**config.mk**
```make
export PLATFORM = sky130hd
export DESIGN_NAME = dither_ed_multi
export DESIGN_NICKNAME = d
export VERILOG_FILES = /design/src/rtl/dither_pkg.sv /design/src/rtl/dither_channel.sv /design/src/rtl/dither_ed_multi.sv
export SDC_FILE = /design/constraint.sdc
export NUM_CORES = 1
export LEC_CHECK = 0
export BUFFER_PORTS_ARGS = -buffer_cell sky130_fd_sc_hd__buf_4
export CORE_UTILIZATION = 55
export CTS_CLUSTER_DIAMETER = 50
export DETAILED_ROUTE_END_ITERATION = 8
export PLACE_DENSITY = 0.85
export SLEW_MARGIN = 10
export SYNTH_ARGS = -nofsm -noshare
export SYNTH_HDL_FRONTEND = slang
export SYNTH_SLANG_ARGS = --single-unit
```
**constraint.sdc**
```tcl
create_clock -name clk -period 5.5 [get_ports clk]
set_input_delay 0.55 -clock clk [delete_from_list [all_inputs] [get_ports clk]]
set_output_delay 0.55 -clock clk [all_outputs]
set_load 0.02 [all_outputs]
```
**src/rtl/dither_pkg.sv**
```systemverilog
`default_nettype none
// ---------------------------------------------------------------------------
// dither_pkg : shared types and helpers for the colour-depth reducer
// Rev 1.0
// ---------------------------------------------------------------------------
package dither_pkg;

  typedef enum logic [1:0] {
    MODE_TRUNC  = 2'd0,
    MODE_THRESH = 2'd1,
    MODE_ED     = 2'd2
  } mode_e;

  localparam int DEF_IN_W  = 8;
  localparam int DEF_OUT_W = 4;

  function automatic int dither_d(input int in_w, input int out_w);
    return in_w - out_w;
  endfunction

  function automatic int dither_err_w(input int in_w, input int out_w);
    return dither_d(in_w, out_w) + 1;
  endfunction

  function automatic int sat_clamp(input int v, input int lo, input int hi);
    if (v < lo) return lo;
    if (v > hi) return hi;
    return v;
  endfunction

endpackage
`default_nettype wire

```
**src/rtl/dither_channel.sv**
```systemverilog
`default_nettype none
// ---------------------------------------------------------------------------
// dither_channel : one channel's quantiser and horizontal error register
// Rev 1.0
// ---------------------------------------------------------------------------
module dither_channel
  import dither_pkg::*;
#(
  parameter int IN_W      = DEF_IN_W,
  parameter int OUT_W     = DEF_OUT_W,
  parameter int THRESHOLD = 4
) (
  input  logic            clk,
  input  logic            rst_n,
  input  logic [1:0]      mode_i,
  input  logic            visible_i,
  input  logic [IN_W-1:0] x_i,
  output logic [IN_W-1:0] y_o
);

  localparam int D     = dither_d(IN_W, OUT_W);
  localparam int EW    = dither_err_w(IN_W, OUT_W);
  localparam int SW    = IN_W + 2;
  localparam int Q_MAX = (2 ** OUT_W) - 1;
  localparam logic signed [SW-1:0] HALF = SW'(1) << (D - 1);

  logic [OUT_W-1:0]     hi;
  logic [D-1:0]         lo;
  logic [OUT_W-1:0]     y_q, y_d;
  logic signed [EW-1:0] err_q, err_d;
  logic signed [SW-1:0] s, qs, e_full;
  logic [OUT_W-1:0]     q_ed;
  logic signed [EW-1:0] err_ed;

  assign hi = x_i[IN_W-1:D];
  assign lo = x_i[D-1:0];

  // Diffusion datapath is wide enough that s, s+half and the residual never wrap.
  assign s      = $signed({2'b00, x_i}) + SW'(err_q);
  assign qs     = (s + HALF) >>> D;
  assign q_ed   = OUT_W'(sat_clamp(int'(qs), 0, Q_MAX));
  assign e_full = s - $signed(SW'(q_ed) << D);
  assign err_ed = EW'(sat_clamp(int'(e_full), -(2 ** D), (2 ** D) - 1));

  always_comb begin
    y_d   = '0;
    err_d = '0;
    if (visible_i) begin
      case (mode_i)
        MODE_THRESH: begin
          if ((lo >= D'(THRESHOLD)) && (hi != OUT_W'(Q_MAX))) y_d = hi + OUT_W'(1);
          else                                                y_d = hi;
        end
        MODE_ED: begin
          y_d   = q_ed;
          err_d = err_ed;
        end
        default: y_d = hi;
      endcase
    end
  end

  always_ff @(posedge clk) begin
    if (!rst_n) begin
      y_q   <= '0;
      err_q <= '0;
    end else begin
      y_q   <= y_d;
      err_q <= err_d;
    end
  end

  assign y_o = {y_q, {D{1'b0}}};

endmodule
`default_nettype wire

```
**src/rtl/dither_ed_multi.sv**
```systemverilog
`default_nettype none
// ---------------------------------------------------------------------------
// dither_ed_multi : N-channel colour-depth reducer with error diffusion
// Rev 1.0
// ---------------------------------------------------------------------------
module dither_ed_multi
  import dither_pkg::*;
#(
  parameter int IN_W      = 8,
  parameter int OUT_W     = 4,
  parameter int N_CH      = 3,
  parameter int THRESHOLD = 4
) (
  input  logic                 clk,
  input  logic                 rst_n,
  input  logic [1:0]           mode,
  input  logic                 visible,
  input  logic [N_CH*IN_W-1:0] color_in,
  output logic [N_CH*IN_W-1:0] color_out,
  output logic                 visible_o
);

  logic visible_q;

  for (genvar k = 0; k < N_CH; k++) begin : g_ch
    dither_channel #(
      .IN_W      (IN_W),
      .OUT_W     (OUT_W),
      .THRESHOLD (THRESHOLD)
    ) u_ch (
      .clk       (clk),
      .rst_n     (rst_n),
      .mode_i    (mode),
      .visible_i (visible),
      .x_i       (color_in[k*IN_W +: IN_W]),
      .y_o       (color_out[k*IN_W +: IN_W])
    );
  end

  always_ff @(posedge clk) begin
    if (!rst_n) visible_q <= 1'b0;
    else        visible_q <= visible;
  end

  assign visible_o = visible_q;

endmodule
`default_nettype wire

```
[Yosys cells after proc, flatten, opt, wreduce, memory -nomap -nowiden]
Index checks and enable logic that the tools add are counted.
Word-level totals
  bits in registers: 28
  bits of input ports: 29
  output and inout bits: 25
  logic and storage cells: 89
Cells by class
  $add $sub $neg: 12
  $lt $le $gt $ge: 15
  equal/unequal tests: 5
  multiplexer cells: 45
  reduce and logical (&&, ||, !) cells: 5
Operator list (count)
  $mux 5: 12
  $mux 4: 12
  $add 10x5->10 const B: 3
  $add 9x5->10: 3
  $gt 10x5->1 const B: 3
  $lt 10x5->1 const B: 3
  $sub 10x9->10: 3
  $pmux 4 s2: 3
  $gt 6x5->1 const B: 3
  $lt 6x1->1 const B: 3
  $mux 1: 18
  $add 4x1->4 const B: 3
  $ge 4x3->1 const B: 3
  $ne 4x4->1 const B: 3
  $logic_and 1x1->1: 3
  $reduce_and 3->1: 1
  $eq 2x1->1 const B: 1
  $eq 2x2->1 const B: 1
  $reduce_and 2->1: 1

[Longest topological paths before layout]
Gate-level depths: netlist (run 1).
  word-level depth: 13
  depth in mapped cells: 20
  mapped depth without buffers: 20

[Hierarchy]
From an unflattened synthesis (run 1), not the netlist that was laid out.
Unflattened totals
  cells, all modules: 539
  area total of the unflattened synthesis: 4451.8 µm²
By module, submodules not included
  dither_channel: times used 3, cells an instance 179, area an instance 1475.2 µm²
  dither_ed_multi: times used 1, cells an instance 2, area an instance 26.3 µm²

[Worst setup path after synthesis (run 1)]
OpenSTA, ideal clock, no wires.
  path kind: input to register
  start: input color_in[0]
  end: register g_ch[0].u_ch.err_q[0]
  library setup time: 58 ps
  data arrival time: 4519 ps
  data required time: 5442 ps
  path slack: 924 ps
  stages on the path: 17
  path through: ha_1 fa_1 a211oi_2 o21ai_1 a211oi_2 and2b_1 nand4_2 xnor2_4 nor2b_1 ha_1 fa_1 xor2_1 or3_1 nor4_1 nor4_1 nor3_1 a21o_1
Between the ends
  cells in the longest elaborated chain, start to end: 13
  elaborated cells between the ends (all ways): 19
  those cells by class: add/sub: 3; order compare: 4; mux: 12
RTL lines
  start: declaration: line dither_ed_multi.sv:18  | input logic [N_CH*IN_W-1:0] color_in,
  $add 9x5->10 (*): line dither_channel.sv:39  | assign s = $signed({2'b00, x_i}) + SW'(err_q);
  $add 10x5->10: line dither_channel.sv:40  | assign qs = (s + HALF) >>> D;
  $gt 6x5->1: line dither_pkg.sv:27  | if (v > hi) return hi;
  $mux 1 (2 in series): line dither_pkg.sv:27
  $mux 4: line dither_pkg.sv:28  | return v;
  $mux 4: line dither_pkg.sv:27
  $sub 10x9->10 (*): line dither_channel.sv:42  | assign e_full = s - $signed(SW'(q_ed) << D);
  $gt 10x5->1: line dither_pkg.sv:27
  $mux 1 (2 in series): line dither_pkg.sv:27
  $mux 5: line dither_pkg.sv:28
  $mux 5 (*): line dither_pkg.sv:27
  end signal: assignment: line dither_channel.sv:69  | err_q <= err_d;
  end: declaration: line dither_channel.sv:30  | logic signed [EW-1:0] err_q, err_d;
Every way passes the cells marked *; elsewhere a longest branch is shown, timed or not. The select of a mux whose other input is x is not followed.
A chain may end at the register's enable or synchronous reset.

[Final worst setup path (run 1)]
  start: input color_in[0]
  end: register g_ch[0].u_ch.err_q[1]
Same word-level chain as after synthesis.

==> results of run 1 <==
## cells by family (layout without fill, tap and decap cells)
group | count (synthesis) | in the layout | synth area share, %
AOI/OAI and AO/OA | 180 | 180 | 31.7
xor gates and xnor gates | 44 | 44 | 10.7
adders and majority gates | 53 | 53 | 16.2
buffers and inverters | 69 | 83 | 8.00
DFF | 28 | 28 | 12.8
muxes | 7 | 7 | 1.72
other | 1 | 12 | 0.0859
and+or+nand+nor | 148 | 148 | 18.7
## cell usage in the layout (no fill, tap or decap), types with 8 or more instances in the layout
| master | Yosys | layout |
|---|---|---|
| inv_1 | 36 | 36 |
| a211oi_2 | 8 | 8 |
| dfxtp_1 | 28 | 28 |
| nor2_1 | 29 | 29 |
| nand3_1 | 19 | 19 |
| o21ai_0 | 21 | 21 |
| o211ai_1 | 12 | 12 |
| nor2b_1 | 15 | 15 |
| xor2_1 | 14 | 14 |
| a21o_1 | 18 | 18 |
| a21oi_1 | 35 | 35 |
| buf_4 | 14 | 42 |
| nor3_1 | 15 | 15 |
| xnor2_1 | 22 | 22 |
| nand2_1 | 18 | 18 |
| ha_1 | 47 | 47 |
| conb_1 | 1 | 12 |
| o21ai_1 | 13 | 13 |
## registers in the layout, indices dropped and copies added (netlist names)
| register | count |
|---|---|
| visible_o | 1 |
| g_ch.u_ch.y_q | 12 |
| g_ch.u_ch.err_q | 15 |
## worst max-delay path: stages
cell	delay (ps)
buf_4	110
ha_1	240
fa_1	490
a211oi_2	350
o21ai_1	150
a21oi_2	320
xor2_1	370
nand3_1	190
and3b_1	260
nor2b_1	170
ha_1	220
fa_1	430
or3_1	380
nor4_1	270
nor4_1	90
nor3_1	490
a21o_1	200
## worst paths after layout
kind,from,endpoint,slack (ps),cells after the start
max,color_in[0],g_ch[0].u_ch.err_q[1],450,17
min,g_ch[2].u_ch.err_q[0],g_ch[2].u_ch.err_q[0],550,2
max reg2reg,g_ch[0].u_ch.err_q[0],g_ch[0].u_ch.err_q[1],520,16
min reg2reg,g_ch[2].u_ch.err_q[0],g_ch[2].u_ch.err_q[0],550,2
## power groups by stage
stage,sequential (mW),combinational [mW],clock [mW]
4_1_cts,0.236,1.06,0.172
6_report,0.236,1.07,0.170
3_5_place_dp,0.240,1.05,0
5_1_grt,0.238,1.19,0.180
2_1_floorplan,0.245,0.851,0
3_3_place_gp,0.240,1.00,0
## area by class of cell
| class | instances | area, um^2 | area share (%) |
|---|---|---|---|
| Sequential cell | 28 | 561 | 11.9 |
| Clock buffer | 3 | 41.3 | 0.876 |
| Timing Repair Buffer | 42 | 315 | 6.69 |
| Multi-Input combinational cell | 444 | 3500 | 74.2 |
| Inverter | 37 | 139 | 2.95 |
| Tap cell | 102 | 128 | 2.71 |
| Clock inverter | 1 | 30.0 | 0.637 |
## metal layers
metal  global-route usage (%)  vias up  routed length [um]
met5                        0        -                   0
met4                     4.89        0                 182
met3                     3.43       25                 556
met2                     43.7      133                4870
met1                     31.7     1937                4630
li1                         -     2001                   -
## stage by stage
stage	power (mW)	cell area [um^2]	util [%]	std cells	setup slack, ps
2_1_floorplan	1.10	4410	-	541	924
3_3_place_gp	1.24	4640	60.4	653	440
3_5_place_dp	1.29	4640	60.4	653	238
4_1_cts	1.47	4710	61.3	657	526
5_1_grt	1.61	4710	61.3	657	166
6_report	1.48	4710	61.3	657	445
==> results by group, run 1 <==
Routing
  • Vias per std cell: roughly 6.2
  • DRT iter0 DRCs: 191
  • Antenna Nets Post-Route: 0
  • WL final: 10.2 mm
  • Via count: 4,096
  • WL/cell: around 16 um
  • Drc violations: 0
  • First-pass iteration count of the detailed router: 4

Outcome
  • Status: completed

Critical path
  • CP endpoint kind: register
  • CP Max Fanout: 4
  • Startpoint types: input pin
  • Worst Path Required: 5730 ps
  • Critical path type: in2reg
  • Crit path DAT: between 5000 and 6000 ps

Cells and area
  • Filler cells: roughly 700
  • Final net count: between 600 and 700
  • Layout cell share with drive strength beyond 1: 16.0%
  • Layout area overhead: 7.91%
  • ANT cells: 0

Power and ir drop
  • Reg power frac: between 10% and 20%
  • Leakage: 2.13 nW
  • Clock share of power: 11.5%
  • Switching share of total power: 47.8%
  • Switch Pwr: 0.708 mW
  • Pint: approximately 0.77 mW
  • Comb pwr share: 72.6%
  • PD cells: 314 mW/mm^2
  • Worst VDD drop: a little over 0.2 mV

Synth
  • Synth cell types: 89
  • FF+latch count, synth: 28
  • Syn avg cell area: around 8.2 um^2
  • Post-synth EDFFs: 0
  • Post-synth top cells: 47 x ha_1, 36 x inv_1, 35 x a21oi_1, 29 x nor2_1, 28 x dfxtp_1
  • Synth area leader: ha_1
  • Asr flop ratio synth: 0%
  • Most instantiated library cell after synthesis: ha_1
  • Sequential share of the synthesized area: 12.8%
  • Synth Flop Type: dfxtp_1
  • Gate Count Post-Synth: 530
  • Synth top area share: 13.5%
  • Synthesized area: 0.00437 mm^2
  • Synth top area cells: ha_1 13%, dfxtp_1 13%, xnor2_1 4.4%, a21oi_1 4.0%, a21o_1 3.1%
  • Warnings from Yosys: 0

Die
  • Die ar.: 0.00830 mm^2
  • Die boundary width: 91.1 um
  • Io pins: 54
  • Die height: 91.1 um
  • Initial core utilization: 56.8%
  • Num rows: 32
  • Core ar.: between 0.007 and 0.008 mm^2

CTS
  • CTS Hold Bufs: 0
  • Clock Sinks: 28
  • CTS tree: yes
  • Root Buffer: clkbuf_8
  • H-Tree Level Count: 1
  • Post_cts resized: 0
  • Num CTS Buffers: 3
  • Post-CTS Setup Bufs: 0
  • Worst-path clk slew: 110 ps
  • CTS Buffer Depth: 2
  • Worst-Skew Late Latency: 290 ps

STA
  • Hold Slack: 550 ps
  • Max transition margin: 35.9%
  • Crit path time final: 5050 ps
  • Worst Clk Skew: 12.8 ps
  • Final period util: 91.9%
  • Fin Setup TNS: 0 ps
  • Final Max Tran Viols: 0
  • Final Hold Vio Count: 0
  • Worst-Margin Slew: 955 ps
  • Setup violations, final: 0
  • RSZ-0062 raised after global routing: no
  • Fmax: 0.198 GHz

Placed design
  • Buffers on Ports: 41
  • Hpwl dp: roughly 8.2 mm
  • GP Congestion: 0.949

Worst hold path
  • Class of the worst hold path: reg2reg

Flow run
  • Max-cap violation count: 0

GRT
  • First-pass GRT wire length: 17.0 mm
  • Number of global-route vias before repair: 3,731
  • GR Overflow Total: 0
  • GR Util All Layers: approximately 25%
  • Initial antenna violation count: 0
  • Largest net degree at the start of global routing: 17
Note: power is estimated with default switching activity, not from simulation.
==> run 2, diff against run 1 <==
--- a/config.mk
+++ b/config.mk
@@ -6,6 +6,7 @@
 export NUM_CORES = 1
 export LEC_CHECK = 0
 export BUFFER_PORTS_ARGS = -buffer_cell sky130_fd_sc_hd__buf_4
+export CORE_ASPECT_RATIO = 0.7
 export CORE_UTILIZATION = 55
 export CTS_CLUSTER_DIAMETER = 50
 export DETAILED_ROUTE_END_ITERATION = 8
==> run 2 against run 1 <==
Compared with the run above:
- fmax is 2.7% higher
- cell area is 0.27% higher
- highest routed layer unchanged
- die area hardly changed
- sequential share of layout area hardly changed
- combinational power hardly changed
==> results by group, run 2 (synthesis gave the netlist of run 1 again) <==
Critical path
  • Crit-path leading delay family: simple AND/OR/NAND/NOR gates
  • Critical path type: in2reg
  • CP max stage cell: fa_1
  • Crit-path cells: buf_4 -> ha_1 -> fa_1 -> a211oi_2 -> o21ai_1 -> a211oi_2 -> and2b_1 -> nand4_2 -> xnor2_4 -> nor2b_1 -> ha_1 -> fa_1 -> xor2_1 -> or3_1 -> nor4_1 -> nor4_1 -> nor3_1 -> a21o_1
  • Crit path buffers/inverters: 1
  • Worst r2r dst: g_ch[0].u_ch.err_q[2]
  • Crit path DAT: 5140 ps
  • Worst Setup SP: color_in[0]
  • R2R Setup Slk: around 630 ps
  • CP Max Fanout: 8
  • R2R depth: 16
  • Reg2reg start: g_ch[0].u_ch.err_q[4]
  • Worst Path Required: 5720 ps
  • Startpoint types: input pin
  • Max stage delay on crit path: 480 ps
  • CP endpoint kind: register

Cells and area
  • Commonest non-fill, non-tap cells in the layout: 47 x ha_1, 42 x buf_4, 36 x inv_1, 35 x a21oi_1, 29 x nor2_1
  • Layout cell share with drive strength beyond 1: 16.0%
  • Number of flip-flops in the largest register: 15
  • Layout area overhead: 8.20%
  • Largest reg by FF count: g_ch.u_ch.err_q
  • ANT cells: 0
  • Final net count: 638
  • Filler cells: approximately 640
  • Commonest non-fill, non-tap cell in the layout: ha_1

STA
  • Fmax: just over 0.2 GHz
  • RSZ-0062 raised after global routing: no
  • Worst Clk Skew: 8.22 ps
  • Final period util: 89.5%
  • Worst-Margin Slew: 591 ps
  • Fin Setup TNS: 0 ps
  • Crit path time final: 4920 ps
  • Max transition margin: 59.6%
  • Final Hold Vio Count: 0
  • Final Max Tran Viols: 0
  • Setup violations, final: 0

Routing
  • Vias per std cell: 6.34
  • Drc violations: 0
  • WL/cell: roughly 16 um
  • First-pass iteration count of the detailed router: 5
  • Antenna Nets Post-Route: 0
  • WL final: about 11 mm
  • DRT iter0 DRCs: around 310
  • Via count: 4,143

GRT
  • Number of global-route vias before repair: 3,701
  • M1 GR Usage: 37.0%
  • GR met2 Demand/Resource: 41.2%
  • First-pass GRT wire length: roughly 17 mm
  • GR peak layer: met2
  • Routing usage on met3: 2.05%
  • GR Overflow Total: 0
  • GR Util All Layers: about a quarter
  • Initial antenna violation count: 0
  • Largest net degree at the start of global routing: 16

Power and ir drop
  • Worst VDD drop: between 0.15 and 0.2 mV
  • Total power: 1.51 mW
  • Leakage: 2.14 nW
  • PD cells: 320 mW/mm^2

Flow run
  • Max-cap violation count: 0

CTS
  • Num CTS Buffers: 3
  • CTS Buffer Depth: 2
  • Root Buffer: clkbuf_16
  • Worst-Skew Late Latency: ~270 ps
  • Clock Sinks: 28
  • CTS tree: yes
  • Post_cts resized: 0
  • CTS Hold Bufs: 0
  • H-Tree Level Count: 1
  • Post-CTS Setup Bufs: 0
  • Worst-path clk slew: 80 ps

Die
  • Io pins: 54
  • Core ar.: 0.00748 mm^2
  • Die boundary width: 108 um
  • Die ar.: 0.00830 mm^2
  • Die height: 76.5 um
  • Num rows: 26
  • Initial core utilization: between 50% and 60%

Worst hold path
  • Class of the worst hold path: reg2reg
  • Hold Startpoint: g_ch[2].u_ch.err_q[0]
  • Hold Path Sink: g_ch[2].u_ch.err_q[0]
  • Hold Path Depth: 2

Placed design
  • Buffers on Ports: 41
  • Hpwl dp: 8.51 mm
  • GP Congestion: between 0.9 and 1

Outcome
  • Status: completed
==> run 2: final cells by class <==
class	instances	area (um^2)	area share, %
clock buffers	4	88.8	1.88
repair buffers	42	315	6.68
inverters	37	139	2.94
well taps	98	123	2.60
multi-input cells	444	3500	74.0
flip-flops and latches	28	561	11.9
==> run 2: worst max-delay path by stage <==
| stage | end | slack, ps | cells past startpoint |
|---|---|---|---|
| 3_3_place_gp | g_ch[0].u_ch.err_q[0] | 510 | 18 |
| 2_1_floorplan | g_ch[0].u_ch.err_q[0] | 920 | 17 |
| 5_1_grt | g_ch[0].u_ch.err_q[1] | 200 | 18 |
| 6_report | g_ch[0].u_ch.err_q[2] | 580 | 18 |
| 3_5_place_dp | g_ch[0].u_ch.err_q[1] | 330 | 18 |
| 4_1_cts | g_ch[0].u_ch.err_q[2] | 600 | 18 |
==> run 2: worst register-to-register path: stages (launching register included) <==
cell and delay, ps:
dfxtp_1 680, ha_1 430, o21a_1 260, o21ba_1 190, a21oi_2 260, xor2_1 390
a21o_2 180, and3b_1 230, nor2b_1 70, ha_1 200, fa_1 400, xor2_1 170
or3_1 340, nor4_1 290, nor4_1 90, nor3_1 440, a21o_1 180
==> run 2: metrics by stage <==
step                      hold WS [ps]  utilization, %  worst slack [ps]  std cells  area (um^2)
final                              546            63.1               578        653         4720
after global routing               598            63.1               202        653         4720
after CTS                          548            63.1               597        653         4720
after detailed placement           530            61.9               327        649         4630
after global placement             518            61.9               513        649         4630
after floorplan                    513               -               924        541         4410
==> run 2: power breakdown <==
group | internal [mW] | switching [mW] | total (mW)
combinational | 0.452 | 0.631 | 1.08
sequential | 0.222 | 0.0132 | 0.235
clock | 0.112 | 0.0795 | 0.191
total | 0.787 | 0.723 | 1.51
==> run 2: routing by layer <==
metal  up-vias  part of all wire, %
met4         0                  1.6
met2       168                   45
met1      1950                   47
met5         -                    0
met3        23                  6.4
li1       2002                    -
==> run 3, diff against run 2 <==
--- a/config.mk
+++ b/config.mk
@@ -7,10 +7,10 @@
 export LEC_CHECK = 0
 export BUFFER_PORTS_ARGS = -buffer_cell sky130_fd_sc_hd__buf_4
 export CORE_ASPECT_RATIO = 0.7
-export CORE_UTILIZATION = 55
+export CORE_UTILIZATION = 30
 export CTS_CLUSTER_DIAMETER = 50
 export DETAILED_ROUTE_END_ITERATION = 8
-export PLACE_DENSITY = 0.85
+export PLACE_DENSITY = 0.56
 export SLEW_MARGIN = 10
 export SYNTH_ARGS = -nofsm -noshare
 export SYNTH_HDL_FRONTEND = slang
==> run 3 against run 2 <==
Compared with the run above:
- sequential power barely moved
- combinational power barely moved
- first-iteration DRC count fell by 44%
- critical endpoint unchanged
- global-route usage fell by 11 points
- core utilization fell by 29 points
- flip-flop and latch count did not move
- routed wire length rose by 6.0%
- die area rose by 81%
- power barely moved
- worst setup slack got worse by 20 ps
- hold slack improved by 4.6 ps
- clock skew fell by 6.0 ps
==> results by group, run 3 (synthesis gave the netlist of run 1 again) <==
Routing
  • Metal2 WL: 5.19 mm
  • Antenna Nets Post-Route: 0
  • Met1 Routed Length: approximately 5.8 mm
  • WL/cell: 15.2 um
  • Via count: 3,994
  • WL final: 11.4 mm
  • Top Metal Used: met4
  • First-pass iteration count of the detailed router: 5
  • Drc violations: 0
  • Vias per std cell: approximately 5.4
  • DRT iter0 DRCs: 176
  • WL met3: 334 um

Cells and area
  • ANT cells: 0
  • Largest reg by FF count: g_ch.u_ch.err_q
  • Commonest non-fill, non-tap cells in the layout: 47 x ha_1, 43 x buf_4, 36 x inv_1, 35 x a21oi_1, 29 x nor2_1
  • Layout area overhead: 11.0%
  • Number of flip-flops in the largest register: 15
  • Commonest non-fill, non-tap cell in the layout: ha_1
  • Layout cell share with drive strength beyond 1: between 10% and 20%
  • Final net count: 639

STA
  • Fin Setup TNS: 0 ps
  • Final Max Tran Viols: 0
  • Hold Slack: 550 ps
  • Setup WS post-layout: roughly 560 ps
  • Crit path time final: 4940 ps
  • Max transition margin: between 50% and 60%
  • Fmax: 0.202 GHz
  • Worst Clk Skew: 2.19 ps
  • Final period util: about nine tenths
  • RSZ-0062 raised after global routing: no
  • Worst-Margin Slew: 642 ps
  • Final Hold Vio Count: 0
  • Setup violations, final: 0

Placed design
  • Hpwl dp: around 9.3 mm
  • Buffers on Ports: 41
  • GP Congestion: roughly 0.85
  • Place WS: ~300 ps

Die
  • Num rows: 36
  • Core ar.: 0.0141 mm^2
  • Die boundary width: approximately 150 um
  • Initial core utilization: 31.1%
  • Die height: 103 um
  • Die ar.: 0.0150 mm^2
  • Io pins: 54

Critical path
  • Worst Path Required: around 5700 ps
  • CP Max Fanout: 8
  • Crit path buffers/inverters: 1
  • CP max stage cell: fa_1
  • Max stage delay on crit path: 490 ps
  • Critical path type: in2reg
  • Crit-path cells: buf_4 -> ha_1 -> fa_1 -> a211oi_2 -> o21ai_1 -> a211oi_2 -> and2b_1 -> nand4_2 -> xnor2_4 -> nor2b_1 -> ha_1 -> fa_1 -> xor2_1 -> or3_1 -> nor4_1 -> nor4b_1 -> nor3_1 -> a21o_1
  • Crit-path leading delay family: simple AND/OR/NAND/NOR gates
  • Startpoint types: input pin
  • Crit path DAT: 5160 ps
  • CP endpoint kind: register

Outcome
  • Status: completed

CTS
  • Post_cts resized: 0
  • CTS tree: yes
  • Clock Sinks: 28
  • CTS Buffer Depth: 2
  • Num CTS Buffers: 3
  • H-Tree Level Count: 1
  • Root Buffer: clkbuf_16
  • CTS Hold Bufs: 0
  • Worst-path clk slew: 80 ps
  • Post-CTS Setup Bufs: 0
  • Worst-Skew Late Latency: 270 ps

GRT
  • Initial antenna violation count: 0
  • Largest net degree at the start of global routing: 16
  • Number of global-route vias before repair: 3,768
  • GR Util All Layers: about 15%
  • First-pass GRT wire length: 18.3 mm
  • GR Overflow Total: 0

Power and ir drop
  • PD cells: 312 mW/mm^2
  • Worst VDD drop: 0.152 mV
  • Leakage: about 2.1 nW

Worst hold path
  • Class of the worst hold path: reg2reg

Flow run
  • Max-cap violation count: 0
run 3: worst paths after layout:
check / startpoint / to / slack [ps] / cells past startpoint
setup reg to reg: g_ch[0].u_ch.err_q[0] / g_ch[0].u_ch.err_q[2] / 650 / 17
setup / recovery: color_in[0] / g_ch[0].u_ch.err_q[2] / 560 / 18
hold / removal: g_ch[1].u_ch.err_q[0] / g_ch[1].u_ch.err_q[0] / 550 / 2
hold reg to reg: g_ch[1].u_ch.err_q[0] / g_ch[1].u_ch.err_q[0] / 550 / 2
run 3: tightest hold or removal path: cells and delay by family (launching register included):
family / cells / cell delay, ps
flip-flops: 1 / 310
adder cells (fa/ha/maj): 1 / 120
AO/OA/AOI/OAI: 1 / 100
run 3: cell type report:
| type | count | area, um^2 |
|---|---|---|
| Timing Repair Buffer | 43 | 323 |
| Sequential cell | 28 | 561 |
| Multi-Input combinational cell | 444 | 3500 |
| Tap cell | 190 | 238 |
| Fill cell | 1477 | 9210 |
| Clock buffer | 4 | 88.8 |
| Inverter | 37 | 139 |
run 3: through the flow:
step	util (%)	cells	power [mW]	instance area (um^2)
after CTS	34.5	746	1.51	4850
after global routing	34.5	746	1.64	4850
after global placement	33.8	742	1.27	4760
after detailed placement	33.8	742	1.31	4760
after floorplan	-	541	1.10	4410
final	34.5	746	1.51	4850
run 3: where the power goes:
group | switching, mW | leakage (nW) | internal (mW) | total (mW)
Combinational | 0.627 | 1.87 | 0.455 | 1.08
Sequential | 0.0144 | 0.228 | 0.222 | 0.237
Clock | 0.0796 | 0.0442 | 0.112 | 0.192
run 3: per-layer routing:
layer,vias to the layer above,GRT usage [%]
met5,-,0
met4,0,2.88
met3,7,1.73
met2,76,25.6
met1,1908,20.3
li1,2003,-
